==> src/rtl/exc_pkg.sv <==
// Shared types and constants for the exception/interrupt controller.
package exc_pkg;

    typedef enum logic [1:0] {
        ST_RUN     = 2'd0,
        ST_HANDLER = 2'd1,
        ST_LOCKUP  = 2'd2
    } exc_state_t;

    localparam logic [3:0]  ESTAT_NONE          = 4'b0000;
    localparam logic [3:0]  ESTAT_EXTIRQ        = 4'b0001;
    localparam logic [3:0]  ESTAT_NOTINSTR      = 4'b0010;
    localparam logic [63:0] EXC_VECTOR_DEFAULT  = 64'h0000_0000_0000_00D8;

    // Increment that sticks at the top of the 8-bit range.
    function automatic logic [7:0] sat_inc8(input logic [7:0] v);
        return (v == 8'hFF) ? v : v + 8'd1;
    endfunction

endpackage

==> src/rtl/exc_ctrl_if.sv <==
// Bundle between the decoder/fetch side (master) and exc_ctrl (slave).
//
// Interrupt handshake: a source raises irq_req[i] and holds it (level) until
// it sees irq_ack[i], a one-cycle pulse; it must drop irq_req[i] by the clock
// edge that ends the ack cycle. Exc/ERet are single-cycle decoder strobes with
// no back-pressure: exc_redirect / eret_redirect answer in the same cycle.
interface exc_ctrl_if #(
    parameter int N_IRQ = 4
);
    import exc_pkg::*;

    logic [N_IRQ-1:0] irq_req;
    logic [N_IRQ-1:0] irq_en;
    logic             Exc;
    logic [3:0]       EStatus;
    logic             ERet;
    logic [63:0]      pc_exc;

    logic             ExtIRQ;
    logic             exc_redirect;
    logic [63:0]      exc_vector;
    logic             eret_redirect;
    logic [63:0]      elr;
    logic [3:0]       esr;
    logic [N_IRQ-1:0] irq_ack;
    logic [2:0]       irq_id;
    logic             in_handler;
    logic             lockup;
    logic [7:0]       exc_count;
    exc_state_t       state_dbg;

    modport slave (
        input  irq_req, irq_en, Exc, EStatus, ERet, pc_exc,
        output ExtIRQ, exc_redirect, exc_vector, eret_redirect, elr, esr,
               irq_ack, irq_id, in_handler, lockup, exc_count, state_dbg
    );

    modport master (
        output irq_req, irq_en, Exc, EStatus, ERet, pc_exc,
        input  ExtIRQ, exc_redirect, exc_vector, eret_redirect, elr, esr,
               irq_ack, irq_id, in_handler, lockup, exc_count, state_dbg
    );

endinterface

==> src/rtl/exc_ctrl_irq_prio_enc.sv <==
// Lowest-index-wins priority encoder over the pending interrupt lines.
module irq_prio_enc #(
    parameter int N = 4
) (
    input  logic [N-1:0] req_i,
    output logic         valid_o,
    output logic [2:0]   idx_o,
    output logic [N-1:0] onehot_o
);

    // Scan from the top down so the lowest set bit is the last one written.
    always_comb begin
        valid_o  = |req_i;
        idx_o    = '0;
        onehot_o = '0;
        for (int i = N - 1; i >= 0; i--) begin
            if (req_i[i]) begin
                idx_o       = 3'(i);
                onehot_o    = '0;
                onehot_o[i] = 1'b1;
            end
        end
    end

endmodule

==> src/rtl/exc_ctrl.sv <==
// Exception/interrupt controller: captures ELR/ESR, redirects fetch to the
// vector on accept, acknowledges the serviced IRQ and returns on ERET.
module exc_ctrl
    import exc_pkg::*;
#(
    parameter int          N_IRQ       = 4,
    parameter logic [63:0] VECTOR_ADDR = EXC_VECTOR_DEFAULT
) (
    input  logic       clk,
    input  logic       reset,
    exc_ctrl_if.slave  bus
);

    exc_state_t       state_q, state_d;
    logic [N_IRQ-1:0] irq_pend_q;
    logic [63:0]      elr_q;
    logic [3:0]       esr_q;
    logic [N_IRQ-1:0] irq_ack_q;
    logic [2:0]       irq_id_q;
    logic [7:0]       exc_count_q;

    logic             pend_valid;
    logic [2:0]       pend_idx;
    logic [N_IRQ-1:0] pend_onehot;
    logic             accept;

    irq_prio_enc #(.N(N_IRQ)) u_prio (
        .req_i    (irq_pend_q),
        .valid_o  (pend_valid),
        .idx_o    (pend_idx),
        .onehot_o (pend_onehot)
    );

    // Only RUN takes new exceptions; a second one in HANDLER is a double fault.
    assign accept = (state_q == ST_RUN) && bus.Exc;

    // State register.
    always_ff @(posedge clk) begin
        if (reset) state_q <= ST_RUN;
        else       state_q <= state_d;
    end

    // Next-state logic; Exc outranks ERet in every state.
    always_comb begin
        state_d = state_q;
        case (state_q)
            ST_RUN:     if (bus.Exc)       state_d = ST_HANDLER;
            ST_HANDLER: if (bus.Exc)       state_d = ST_LOCKUP;
                        else if (bus.ERet) state_d = ST_RUN;
            ST_LOCKUP:                     state_d = ST_LOCKUP;
            default:                       state_d = ST_RUN;
        endcase
    end

    // Decoded outputs: redirects are combinational from state plus decoder strobes.
    always_comb begin
        bus.ExtIRQ        = (state_q == ST_RUN) && (|irq_pend_q);
        bus.exc_redirect  = accept;
        bus.eret_redirect = (state_q == ST_HANDLER) && bus.ERet && !bus.Exc;
        bus.in_handler    = (state_q == ST_HANDLER);
        bus.lockup        = (state_q == ST_LOCKUP);
        bus.state_dbg     = state_q;
    end

    // Exception context capture, interrupt acknowledge and counter.
    always_ff @(posedge clk) begin
        if (reset) begin
            irq_pend_q  <= '0;
            elr_q       <= '0;
            esr_q       <= '0;
            irq_ack_q   <= '0;
            irq_id_q    <= '0;
            exc_count_q <= '0;
        end else begin
            irq_pend_q <= bus.irq_req & bus.irq_en;
            irq_ack_q  <= '0;
            if (accept) begin
                elr_q       <= bus.pc_exc;
                esr_q       <= bus.EStatus;
                exc_count_q <= sat_inc8(exc_count_q);
                if ((bus.EStatus == ESTAT_EXTIRQ) && pend_valid) begin
                    irq_id_q  <= pend_idx;
                    irq_ack_q <= pend_onehot;
                end
            end
        end
    end

    assign bus.exc_vector = VECTOR_ADDR;
    assign bus.elr        = elr_q;
    assign bus.esr        = esr_q;
    assign bus.irq_ack    = irq_ack_q;
    assign bus.irq_id     = irq_id_q;
    assign bus.exc_count  = exc_count_q;

endmodule

==> src/flat_wrapper.sv <==
// flat-port wrapper written by rule: the top's interface ports become plain ports
module exc_ctrl_flat import exc_pkg::*;
#(
    parameter int          N_IRQ       = 4,
    parameter logic [63:0] VECTOR_ADDR = EXC_VECTOR_DEFAULT
)
  (clk, reset, bus_irq_req, bus_irq_en, bus_Exc, bus_EStatus, bus_ERet, bus_pc_exc, bus_ExtIRQ, bus_exc_redirect, bus_exc_vector, bus_eret_redirect, bus_elr, bus_esr, bus_irq_ack, bus_irq_id, bus_in_handler, bus_lockup, bus_exc_count, bus_state_dbg);
  exc_ctrl_if #(.N_IRQ(N_IRQ)) bus_i ();
  input  logic clk;
  input  logic reset;
  input wire logic [$bits(bus_i.irq_req)-1:0] bus_irq_req;
  input wire logic [$bits(bus_i.irq_en)-1:0] bus_irq_en;
  input wire logic [$bits(bus_i.Exc)-1:0] bus_Exc;
  input wire logic [$bits(bus_i.EStatus)-1:0] bus_EStatus;
  input wire logic [$bits(bus_i.ERet)-1:0] bus_ERet;
  input wire logic [$bits(bus_i.pc_exc)-1:0] bus_pc_exc;
  output wire logic [$bits(bus_i.ExtIRQ)-1:0] bus_ExtIRQ;
  output wire logic [$bits(bus_i.exc_redirect)-1:0] bus_exc_redirect;
  output wire logic [$bits(bus_i.exc_vector)-1:0] bus_exc_vector;
  output wire logic [$bits(bus_i.eret_redirect)-1:0] bus_eret_redirect;
  output wire logic [$bits(bus_i.elr)-1:0] bus_elr;
  output wire logic [$bits(bus_i.esr)-1:0] bus_esr;
  output wire logic [$bits(bus_i.irq_ack)-1:0] bus_irq_ack;
  output wire logic [$bits(bus_i.irq_id)-1:0] bus_irq_id;
  output wire logic [$bits(bus_i.in_handler)-1:0] bus_in_handler;
  output wire logic [$bits(bus_i.lockup)-1:0] bus_lockup;
  output wire logic [$bits(bus_i.exc_count)-1:0] bus_exc_count;
  output wire logic [$bits(bus_i.state_dbg)-1:0] bus_state_dbg;
  assign bus_i.irq_req = bus_irq_req;
  assign bus_i.irq_en = bus_irq_en;
  assign bus_i.Exc = bus_Exc;
  assign bus_i.EStatus = bus_EStatus;
  assign bus_i.ERet = bus_ERet;
  assign bus_i.pc_exc = bus_pc_exc;
  assign bus_ExtIRQ = bus_i.ExtIRQ;
  assign bus_exc_redirect = bus_i.exc_redirect;
  assign bus_exc_vector = bus_i.exc_vector;
  assign bus_eret_redirect = bus_i.eret_redirect;
  assign bus_elr = bus_i.elr;
  assign bus_esr = bus_i.esr;
  assign bus_irq_ack = bus_i.irq_ack;
  assign bus_irq_id = bus_i.irq_id;
  assign bus_in_handler = bus_i.in_handler;
  assign bus_lockup = bus_i.lockup;
  assign bus_exc_count = bus_i.exc_count;
  assign bus_state_dbg = bus_i.state_dbg;
  exc_ctrl #(.N_IRQ(N_IRQ), .VECTOR_ADDR(VECTOR_ADDR)) u_core (.clk(clk), .reset(reset), .bus(bus_i));
endmodule
==> config.mk <==
export PLATFORM = sky130hd
export DESIGN_NAME = exc_ctrl_flat
export DESIGN_NICKNAME = d
export VERILOG_FILES = /design/src/rtl/exc_pkg.sv /design/src/rtl/exc_ctrl_if.sv /design/src/rtl/exc_ctrl_irq_prio_enc.sv /design/src/rtl/exc_ctrl.sv /design/src/flat_wrapper.sv
export SDC_FILE = /design/constraint.sdc
export NUM_CORES = 1
export LEC_CHECK = 0
export CELL_PAD_IN_SITES_DETAIL_PLACEMENT = 1
export CELL_PAD_IN_SITES_GLOBAL_PLACEMENT = 2
export CORE_ASPECT_RATIO = 1.1
export CORE_MARGIN = 1.5
export CORE_UTILIZATION = 20
export CTS_BUF_LIST = sky130_fd_sc_hd__clkbuf_4 sky130_fd_sc_hd__clkbuf_8 sky130_fd_sc_hd__clkbuf_16
export DETAILED_ROUTE_END_ITERATION = 10
export PLACE_DENSITY_LB_ADDON = 0.1
export SYNTH_ARGS = -nofsm -noshare
export SYNTH_HDL_FRONTEND = slang
export SYNTH_SLANG_ARGS = --single-unit
==> constraint.sdc <==
create_clock -name clk -period 2.8 [get_ports clk]
set_input_delay 0.28 -clock clk [delete_from_list [all_inputs] [get_ports clk]]
set_output_delay 0.28 -clock clk [all_outputs]
set_load 0.02 [all_outputs]
==> report_table.html, run 1 <==
<table>
<tr><th>Metric</th><th>Value</th></tr>
<tr><th colspan="2">Run status</th></tr>
<tr><td>Result of the run</td><td>completed</td></tr>
<tr><th colspan="2">Worst hold path</th></tr>
<tr><td>Worst hold-check path type</td><td>in -&gt; reg</td></tr>
<tr><td>Hold depth</td><td>2</td></tr>
<tr><td>Start point of the worst min-delay path</td><td>reset</td></tr>
<tr><td>Worst Hold Endpoint</td><td>u_core.irq_pend_q[1]$_SDFF_PP0_</td></tr>
<tr><th colspan="2">Final layout</th></tr>
<tr><td>Post-synthesis to final-layout area growth</td><td>52.2%</td></tr>
<tr><td>Count of inserted antenna diode cells</td><td>0</td></tr>
<tr><td>Utilization after layout</td><td>0.309</td></tr>
<tr><td>Layout Nets</td><td>693</td></tr>
<tr><td>Most common cell after layout, fill and taps aside</td><td>clkdlybuf4s50_1</td></tr>
<tr><td>Top library cells by usage in the layout, fill and taps aside</td><td>167 x clkdlybuf4s50_1, 141 x nand2_1, 88 x dfxtp_1</td></tr>
<tr><td>Share of cells above drive strength 1</td><td>0.0455</td></tr>
<tr><td>Area of all placed cells without fillers</td><td>0.00567 mm2</td></tr>
<tr><td>Post-layout instance count excluding filler cells</td><td>859</td></tr>
<tr><th colspan="2">Clock network</th></tr>
<tr><td>Clock-pin slew reported for the worst setup and hold paths after clock tree synthesis</td><td>0.06 ns</td></tr>
<tr><td>Number of H-tree levels</td><td>3</td></tr>
<tr><td>CTS Buffer Depth</td><td>2</td></tr>
<tr><td>Number of buffers added by the clock tree synthesis step</td><td>9</td></tr>
<tr><td>Number of hold-repair buffers added at the cts stage</td><td>0</td></tr>
<tr><td>Clk sink count</td><td>88</td></tr>
<tr><td>Count of instances resized after the clock tree is built</td><td>0</td></tr>
<tr><td>TritonCTS clock tree</td><td>built</td></tr>
<tr><td>Clock tree root buffer cell</td><td>clkbuf_16</td></tr>
<tr><td>Number of buffers inserted by post-CTS setup repair</td><td>0</td></tr>
<tr><td>Clk_lat worst skew</td><td>0.34 ns</td></tr>
<tr><th colspan="2">Detailed routing</th></tr>
<tr><td>Average routed wire per standard cell</td><td>13.7 um</td></tr>
<tr><td>Detailed-router iteration count before antenna repair</td><td>4</td></tr>
<tr><td>First DRT Iteration DRCs</td><td>82</td></tr>
<tr><td>Drt total wl</td><td>11.8 mm</td></tr>
<tr><td>Number of antenna-violating nets in the routed design</td><td>0</td></tr>
<tr><td>DRC viols</td><td>0</td></tr>
<tr><td>Vias per cell</td><td>3.91</td></tr>
<tr><td>Routed vias</td><td>3,359</td></tr>
<tr><th colspan="2">STA</th></tr>
<tr><td>Clk_skew</td><td>0.00604 ns</td></tr>
<tr><td>Number of slew-limit violations in the final report</td><td>0</td></tr>
<tr><td>Fin crit share</td><td>0.835</td></tr>
<tr><td>Setup TNS</td><td>0 ns</td></tr>
<tr><td>Worst-margin pin slew</td><td>0.594 ns</td></tr>
<tr><td>Upper clock frequency limit</td><td>0.428 GHz</td></tr>
<tr><td>Minimum clock period after layout</td><td>2.34 ns</td></tr>
<tr><td>Final worst-path setup slack</td><td>0.462 ns</td></tr>
<tr><td>Headroom to the max-slew limit</td><td>0.604</td></tr>
<tr><td>RSZ-0062 raised after global routing</td><td>no</td></tr>
<tr><td>Number of failing hold endpoints at the final stage</td><td>0</td></tr>
<tr><td>Final setup violating endpoints</td><td>0</td></tr>
<tr><th colspan="2">Pwr</th></tr>
<tr><td>Internal power component</td><td>2.34 mW</td></tr>
<tr><td>Power per standard cell area</td><td>570 mW/mm2</td></tr>
<tr><td>Clock share of power</td><td>0.378</td></tr>
<tr><td>Sequential group share of total power</td><td>0.423</td></tr>
<tr><td>P_sw</td><td>0.895 mW</td></tr>
<tr><td>Net Sw Frac</td><td>0.277</td></tr>
<tr><td>Leakage power</td><td>2.17 nW</td></tr>
<tr><td>Largest voltage drop on the vdd net</td><td>0.267 mV</td></tr>
<tr><td>Combinational share of power</td><td>0.199</td></tr>
<tr><th colspan="2">Die</th></tr>
<tr><td>Ports placed on the boundary</td><td>234</td></tr>
<tr><td>Die outline area</td><td>0.0195 mm2</td></tr>
<tr><td>X dimension of the die</td><td>133 um</td></tr>
<tr><td>Initial cell density of the core</td><td>0.203</td></tr>
<tr><td>Height of the die</td><td>146 um</td></tr>
<tr><td>Core region area</td><td>0.0183 mm2</td></tr>
<tr><td>FP Rows</td><td>52</td></tr>
<tr><th colspan="2">Global route</th></tr>
<tr><td>Vias in the first global route</td><td>3,282</td></tr>
<tr><td>Overall global routing resource usage</td><td>0.121</td></tr>
<tr><td>Total grt overflow</td><td>0</td></tr>
<tr><td>Maximum number of pins on one net before global-route repair</td><td>79</td></tr>
<tr><td>Global-route wire length before repair</td><td>18.1 mm</td></tr>
<tr><td>Initial antenna violation count</td><td>0</td></tr>
<tr><th colspan="2">Setup path</th></tr>
<tr><td>Critical path's top delay family</td><td>buffers and inverters</td></tr>
<tr><td>Largest incremental delay on the critical path</td><td>0.60 ns</td></tr>
<tr><td>CP startpoint</td><td>bus_Exc</td></tr>
<tr><td>WP data required</td><td>2.52 ns</td></tr>
<tr><td>Worst setup SP type</td><td>input port</td></tr>
<tr><td>Critical path cell sequence</td><td>clkdlybuf4s50_1 -&gt; or3b_4 -&gt; inv_6 -&gt; clkdlybuf4s50_1</td></tr>
<tr><td>Critical path buffer and inverter count</td><td>3</td></tr>
<tr><td>Setup slack, reg-to-reg</td><td>0.84 ns</td></tr>
<tr><td>Launching point of the worst reg2reg path</td><td>u_core.bus.state_dbg[1]$_SDFFE_PP0P_</td></tr>
<tr><td>Slowest cell on crit path</td><td>clkdlybuf4s50_1</td></tr>
<tr><td>Arrival time worst endpoint</td><td>2.06 ns</td></tr>
<tr><td>Length in cells of the worst reg-to-reg path</td><td>5</td></tr>
<tr><td>Worst Path Max Fanout</td><td>18</td></tr>
<tr><td>Most used cell along the critical path</td><td>clkdlybuf4s50_1</td></tr>
<tr><td>Category of the worst setup path capture point</td><td>primary output</td></tr>
<tr><td>R2R Path End</td><td>u_core.bus.irq_id[1]$_SDFFE_PP0N_</td></tr>
<tr><td>Category of the most critical setup path</td><td>in -&gt; out</td></tr>
<tr><th colspan="2">Placement</th></tr>
<tr><td>Number of buffers inserted by port buffering</td><td>168</td></tr>
<tr><td>Placed Area</td><td>0.00538 mm2</td></tr>
<tr><td>Setup slack after placement</td><td>0.351 ns</td></tr>
<tr><td>Post-DP HPWL</td><td>8.26 mm</td></tr>
<tr><td>Global placer's final weighted congestion</td><td>0.711</td></tr>
<tr><td>Cell count after placement</td><td>844</td></tr>
<tr><th colspan="2">Flow run</th></tr>
<tr><td>Total of max-cap violations</td><td>0</td></tr>
<tr><th colspan="2">Logic synthesis</th></tr>
<tr><td>Count of yosys warnings during synthesis</td><td>0</td></tr>
<tr><td>Cell taking the most area after synthesis</td><td>dfxtp_1</td></tr>
<tr><td>Post-Syn Instances</td><td>457</td></tr>
<tr><td>Fraction of synthesized cell area taken by the top area cell type</td><td>0.473</td></tr>
<tr><td>Count of distinct cell types in the synthesized netlist</td><td>37</td></tr>
<tr><td>Sequential area share after synthesis</td><td>0.473</td></tr>
<tr><td>Synth Register Bits</td><td>88</td></tr>
<tr><td>Synthesized area</td><td>0.00373 mm2</td></tr>
<tr><td>Top cells by area, synth</td><td>dfxtp_1 47%, nand2_1 14%, buf_4 14%</td></tr>
<tr><td>Synthesized area per cell</td><td>8.16 um2</td></tr>
</table>
==> final cells by class <==
class / count / area (um2)
multi-input combinational: 338 / 1570
sequential: 88 / 1760
fill: 2200 / 12700
clock buffer: 12 / 254
clock inverter: 3 / 42.5
inverter: 2 / 12.5
tap: 243 / 304
timing repair buffer: 173 / 1730
==> cell families (layout without fill, tap and decap cells) <==
kind of cell,Yosys count,in the layout,share of synthesized area
AND/OR/NAND/NOR,183,183,0.209
AO/OA/AOI/OAI,83,83,0.125
flip-flops,88,88,0.473
adder cells (fa/ha/maj),1,1,0.00336
buffers and inverters,94,190,0.171
multiplexers,6,6,0.0171
other,2,65,0.00201
==> how the worst max path moves through the flow <==
stage / end / slack, ns / depth (start not counted)
after floorplan: u_core.bus.exc_count[0]$_SDFFE_PP0P_ / 1.17 / 4
after global placement: u_core.bus.irq_id[1]$_SDFFE_PP0N_ / 0.38 / 6
after detailed placement: u_core.bus.irq_id[1]$_SDFFE_PP0N_ / 0.35 / 6
after CTS: bus_exc_redirect / 0.44 / 4
after global routing: bus_exc_redirect / 0.39 / 4
final: bus_exc_redirect / 0.46 / 4
==> layer usage <==
| metal | vias to the layer above | share of wire | track usage | wire, um |
|---|---|---|---|---|
| met5 | - | 0 | 0 | 0 |
| met4 | 0 | 0.024 | 0.0609 | 279 |
| met3 | 15 | 0.073 | 0.0368 | 858 |
| met2 | 139 | 0.46 | 0.192 | 5370 |
| met1 | 1538 | 0.45 | 0.148 | 5290 |
| li1 | 1667 | - | - | - |
==> registers in the layout (all words and copies together) (netlist names) <==
name                  cells
u_core.bus.exc_count      8
u_core.irq_pend_q         4
u_core.bus.irq_id         2
u_core.bus.irq_ack        4
u_core.bus.state_dbg      2
u_core.bus.elr           64
u_core.bus.esr            4
==> cell usage after synthesis, drive strengths merged <==
master / instances
nand3b: 2
a311oi: 3
mux2i: 3
inv: 2
mux2: 3
a31oi: 1
ha: 1
a41o: 1
a41oi: 3
or3b: 1
nor2: 11
and4b: 1
clkbuf: 16
nand3: 3
nor4b: 3
nor3b: 1
nand2: 141
a21oi: 71
nor3: 3
nor2b: 7
and2: 1
nor4: 2
and3: 3
buf: 76
nand2b: 3
dfxtp: 88
and3b: 1
conb: 2
a211oi: 3
o21ai: 1
==> power by group through the flow <==
stage	Combinational (mW)	Sequential [mW]	Clock, mW
2_1_floorplan	0.325	1.48	0
4_1_cts	0.655	1.37	1.29
3_3_place_gp	0.645	1.40	0
6_report	0.643	1.37	1.22
5_1_grt	0.694	1.38	1.33
3_5_place_dp	0.653	1.40	0
==> per-stage QoR <==
step,hold slack (ns),power (mW)
after detailed placement,0.447,2.05
after CTS,0.427,3.31
after global placement,0.441,2.04
final,0.431,3.23
after floorplan,0.394,1.80
after global routing,0.454,3.40
No activity file was read; power rests on OpenSTA's default activity.
==> run 2: changes to the inputs <==
Settings changed: CORE_UTILIZATION 20 to 19.
Clock period 2.8 ns to 2.27 ns, I/O delays scaled along.
==> report_table.html, run 2 (synthesis gave the netlist of run 1 again) <==
<table>
<tr><th>Metric</th><th>Value</th></tr>
<tr><th colspan="2">Placement</th></tr>
<tr><td>Cell count after placement</td><td>854 (was 844)</td></tr>
<tr><td>Number of buffers inserted by port buffering</td><td>168 (unchanged)</td></tr>
<tr><td>Placed Area</td><td>0.00541 mm2 (was 0.00538 mm2)</td></tr>
<tr><td>Post-DP HPWL</td><td>8.67 mm (was 8.26 mm)</td></tr>
<tr><td>Global placer's final weighted congestion</td><td>0.663 (was 0.711)</td></tr>
<tr><th colspan="2">Final layout</th></tr>
<tr><td>Utilization after layout</td><td>0.299 (was 0.309)</td></tr>
<tr><td>Layout Nets</td><td>699 (was 693)</td></tr>
<tr><td>Top library cells by usage in the layout, fill and taps aside</td><td>167 x clkdlybuf4s50_1, 141 x nand2_1, 88 x dfxtp_1 (unchanged)</td></tr>
<tr><td>Area of all placed cells without fillers</td><td>0.00572 mm2 (was 0.00567 mm2)</td></tr>
<tr><td>Fill cells</td><td>2,250 (was 2,200)</td></tr>
<tr><td>Post-layout instance count excluding filler cells</td><td>870 (was 859)</td></tr>
<tr><td>Most common cell after layout, fill and taps aside</td><td>clkdlybuf4s50_1 (unchanged)</td></tr>
<tr><td>Count of inserted antenna diode cells</td><td>0 (unchanged)</td></tr>
<tr><td>Post-synthesis to final-layout area growth</td><td>53.5% (was 52.2%)</td></tr>
<tr><td>Flip-flop count of the largest register, all copies and words added</td><td>64 (unchanged)</td></tr>
<tr><td>Sequential cell area</td><td>0.00176 mm2 (unchanged)</td></tr>
<tr><td>Area occupied by multi-input gates</td><td>0.00157 mm2 (unchanged)</td></tr>
<tr><td>Share of cells above drive strength 1</td><td>0.0562 (was 0.0455)</td></tr>
<tr><th colspan="2">Detailed routing</th></tr>
<tr><td>Number of antenna-violating nets in the routed design</td><td>0 (unchanged)</td></tr>
<tr><td>Vias per cell</td><td>3.86 (was 3.91)</td></tr>
<tr><td>First DRT Iteration DRCs</td><td>93 (was 82)</td></tr>
<tr><td>Detailed-router iteration count before antenna repair</td><td>3 (was 4)</td></tr>
<tr><td>Average routed wire per standard cell</td><td>13.8 um (was 13.7 um)</td></tr>
<tr><td>Routed vias</td><td>3,355 (was 3,359)</td></tr>
<tr><td>DRC viols</td><td>0 (unchanged)</td></tr>
<tr><td>Drt total wl</td><td>12.0 mm (was 11.8 mm)</td></tr>
<tr><th colspan="2">STA</th></tr>
<tr><td>Fin crit share</td><td>0.903</td></tr>
<tr><td>Headroom to the max-slew limit</td><td>0.622 (was 0.604)</td></tr>
<tr><td>Final setup violating endpoints</td><td>0 (unchanged)</td></tr>
<tr><td>Number of failing hold endpoints at the final stage</td><td>0 (unchanged)</td></tr>
<tr><td>Number of slew-limit violations in the final report</td><td>0 (unchanged)</td></tr>
<tr><td>RSZ-0062 raised after global routing</td><td>no (unchanged)</td></tr>
<tr><td>Minimum clock period after layout</td><td>2.05 ns</td></tr>
<tr><td>Worst-margin pin slew</td><td>0.567 ns (was 0.594 ns)</td></tr>
<tr><td>Clk_skew</td><td>0.00715 ns (was 0.00604 ns)</td></tr>
<tr><td>Upper clock frequency limit</td><td>0.488 GHz</td></tr>
<tr><td>Setup TNS</td><td>0 ns (unchanged)</td></tr>
<tr><td>Post-route worst hold slack</td><td>0.356 ns (was 0.431 ns)</td></tr>
<tr><th colspan="2">Setup path</th></tr>
<tr><td>Category of the most critical setup path</td><td>reg -&gt; out (was in -&gt; out)</td></tr>
<tr><td>Worst setup SP type</td><td>register (was input port)</td></tr>
<tr><td>Arrival time worst endpoint</td><td>1.82 ns (was 2.06 ns)</td></tr>
<tr><td>Worst Path Max Fanout</td><td>7 (was 18)</td></tr>
<tr><td>Category of the worst setup path capture point</td><td>primary output (unchanged)</td></tr>
<tr><td>WP data required</td><td>2.04 ns (was 2.52 ns)</td></tr>
<tr><td>Setup slack, reg-to-reg</td><td>0.50 ns (was 0.84 ns)</td></tr>
<tr><th colspan="2">Worst hold path</th></tr>
<tr><td>Worst hold-check path type</td><td>in -&gt; reg (unchanged)</td></tr>
<tr><th colspan="2">Clock network</th></tr>
<tr><td>CTS Buffer Depth</td><td>2 (unchanged)</td></tr>
<tr><td>Number of buffers added by the clock tree synthesis step</td><td>9 (unchanged)</td></tr>
<tr><td>Clock-pin slew reported for the worst setup and hold paths after clock tree synthesis</td><td>0.06 ns (about the same)</td></tr>
<tr><td>Number of hold-repair buffers added at the cts stage</td><td>0 (unchanged)</td></tr>
<tr><td>Count of instances resized after the clock tree is built</td><td>0 (unchanged)</td></tr>
<tr><td>Clk_lat worst skew</td><td>0.35 ns (was 0.34 ns)</td></tr>
<tr><td>Number of H-tree levels</td><td>3 (unchanged)</td></tr>
<tr><td>Clk sink count</td><td>88 (unchanged)</td></tr>
<tr><td>TritonCTS clock tree</td><td>built (unchanged)</td></tr>
<tr><td>Number of buffers inserted by post-CTS setup repair</td><td>0 (unchanged)</td></tr>
<tr><td>Clock tree root buffer cell</td><td>clkbuf_16 (unchanged)</td></tr>
<tr><th colspan="2">Pwr</th></tr>
<tr><td>Leakage power</td><td>2.21 nW (was 2.17 nW)</td></tr>
<tr><td>Power per standard cell area</td><td>706 mW/mm2 (was 570 mW/mm2)</td></tr>
<tr><td>Largest voltage drop on the vdd net</td><td>0.344 mV (was 0.267 mV)</td></tr>
<tr><th colspan="2">Run status</th></tr>
<tr><td>Result of the run</td><td>completed (unchanged)</td></tr>
<tr><th colspan="2">Flow run</th></tr>
<tr><td>Total of max-cap violations</td><td>0 (unchanged)</td></tr>
<tr><th colspan="2">Global route</th></tr>
<tr><td>Vias in the first global route</td><td>3,331 (was 3,282)</td></tr>
<tr><td>Total grt overflow</td><td>0 (unchanged)</td></tr>
<tr><td>Initial antenna violation count</td><td>0 (unchanged)</td></tr>
<tr><td>Overall global routing resource usage</td><td>0.114 (was 0.121)</td></tr>
<tr><td>Maximum number of pins on one net before global-route repair</td><td>51 (was 79)</td></tr>
<tr><td>Global-route wire length before repair</td><td>17.8 mm (was 18.1 mm)</td></tr>
<tr><th colspan="2">Die</th></tr>
<tr><td>Initial cell density of the core</td><td>0.194 (was 0.203)</td></tr>
<tr><td>Die outline area</td><td>0.0205 mm2 (was 0.0195 mm2)</td></tr>
<tr><td>Core region area</td><td>0.0192 mm2 (was 0.0183 mm2)</td></tr>
<tr><td>X dimension of the die</td><td>137 um (was 133 um)</td></tr>
<tr><td>FP Rows</td><td>53 (was 52)</td></tr>
<tr><td>Height of the die</td><td>150 um (was 146 um)</td></tr>
<tr><td>Ports placed on the boundary</td><td>234 (unchanged)</td></tr>
</table>
[run 2: worst paths after layout]
| check | endpoint | cells past startpoint | from |
|---|---|---|---|
| hold reg to reg | u_core.bus.elr[31]$_SDFFE_PP0P_ | 2 | u_core.bus.elr[31]$_SDFFE_PP0P_ |
| setup / recovery | bus_ExtIRQ | 3 | u_core.irq_pend_q[0]$_SDFF_PP0_ |
| setup reg to reg | u_core.bus.exc_count[0]$_SDFFE_PP0P_ | 4 | u_core.bus.state_dbg[1]$_SDFFE_PP0P_ |
| hold / removal | u_core.irq_pend_q[3]$_SDFF_PP0_ | 2 | reset |
[run 2: critical path: stages (launching register included)]
cell and delay [ns]:
dfxtp_1 0.37, nor4_1 0.47, nor3_1 0.08, clkdlybuf4s50_1 0.56
[run 2: report_power, final]
group          switching, mW  internal, mW
Combinational          0.449         0.354
Clock                  0.615         0.935
Sequential            0.0529          1.63
Total                   1.12          2.92
[run 2: stage by stage]
step / total power, mW / setup WS (ns)
finish: 4.04 / 0.221
global route: 4.25 / 0.0118
CTS: 4.13 / 0.138
detailed placement: 2.54 / 0.128
global placement: 2.53 / 0.163
floorplan: 2.22 / 0.636
[run 2: metal layers]
layer / track usage / wire, um / vias up / share of wire
met3: 0.0383 / 1090 / 13 / 0.091
met4: 0.0537 / 229 / 0 / 0.019
met1: 0.134 / 5120 / 1525 / 0.43
met2: 0.186 / 5560 / 134 / 0.46
li1: - / - / 1683 / -
met5: 0 / 0 / - / 0
[run 2: cell type report]
class                      count  area share
sequential                    88       0.308
clock buffer                  13      0.0468
multi-input combinational    338       0.274
timing repair buffer         179       0.308
inverter                       2     0.00219
tap                          247      0.0540
clock inverter                 3     0.00700
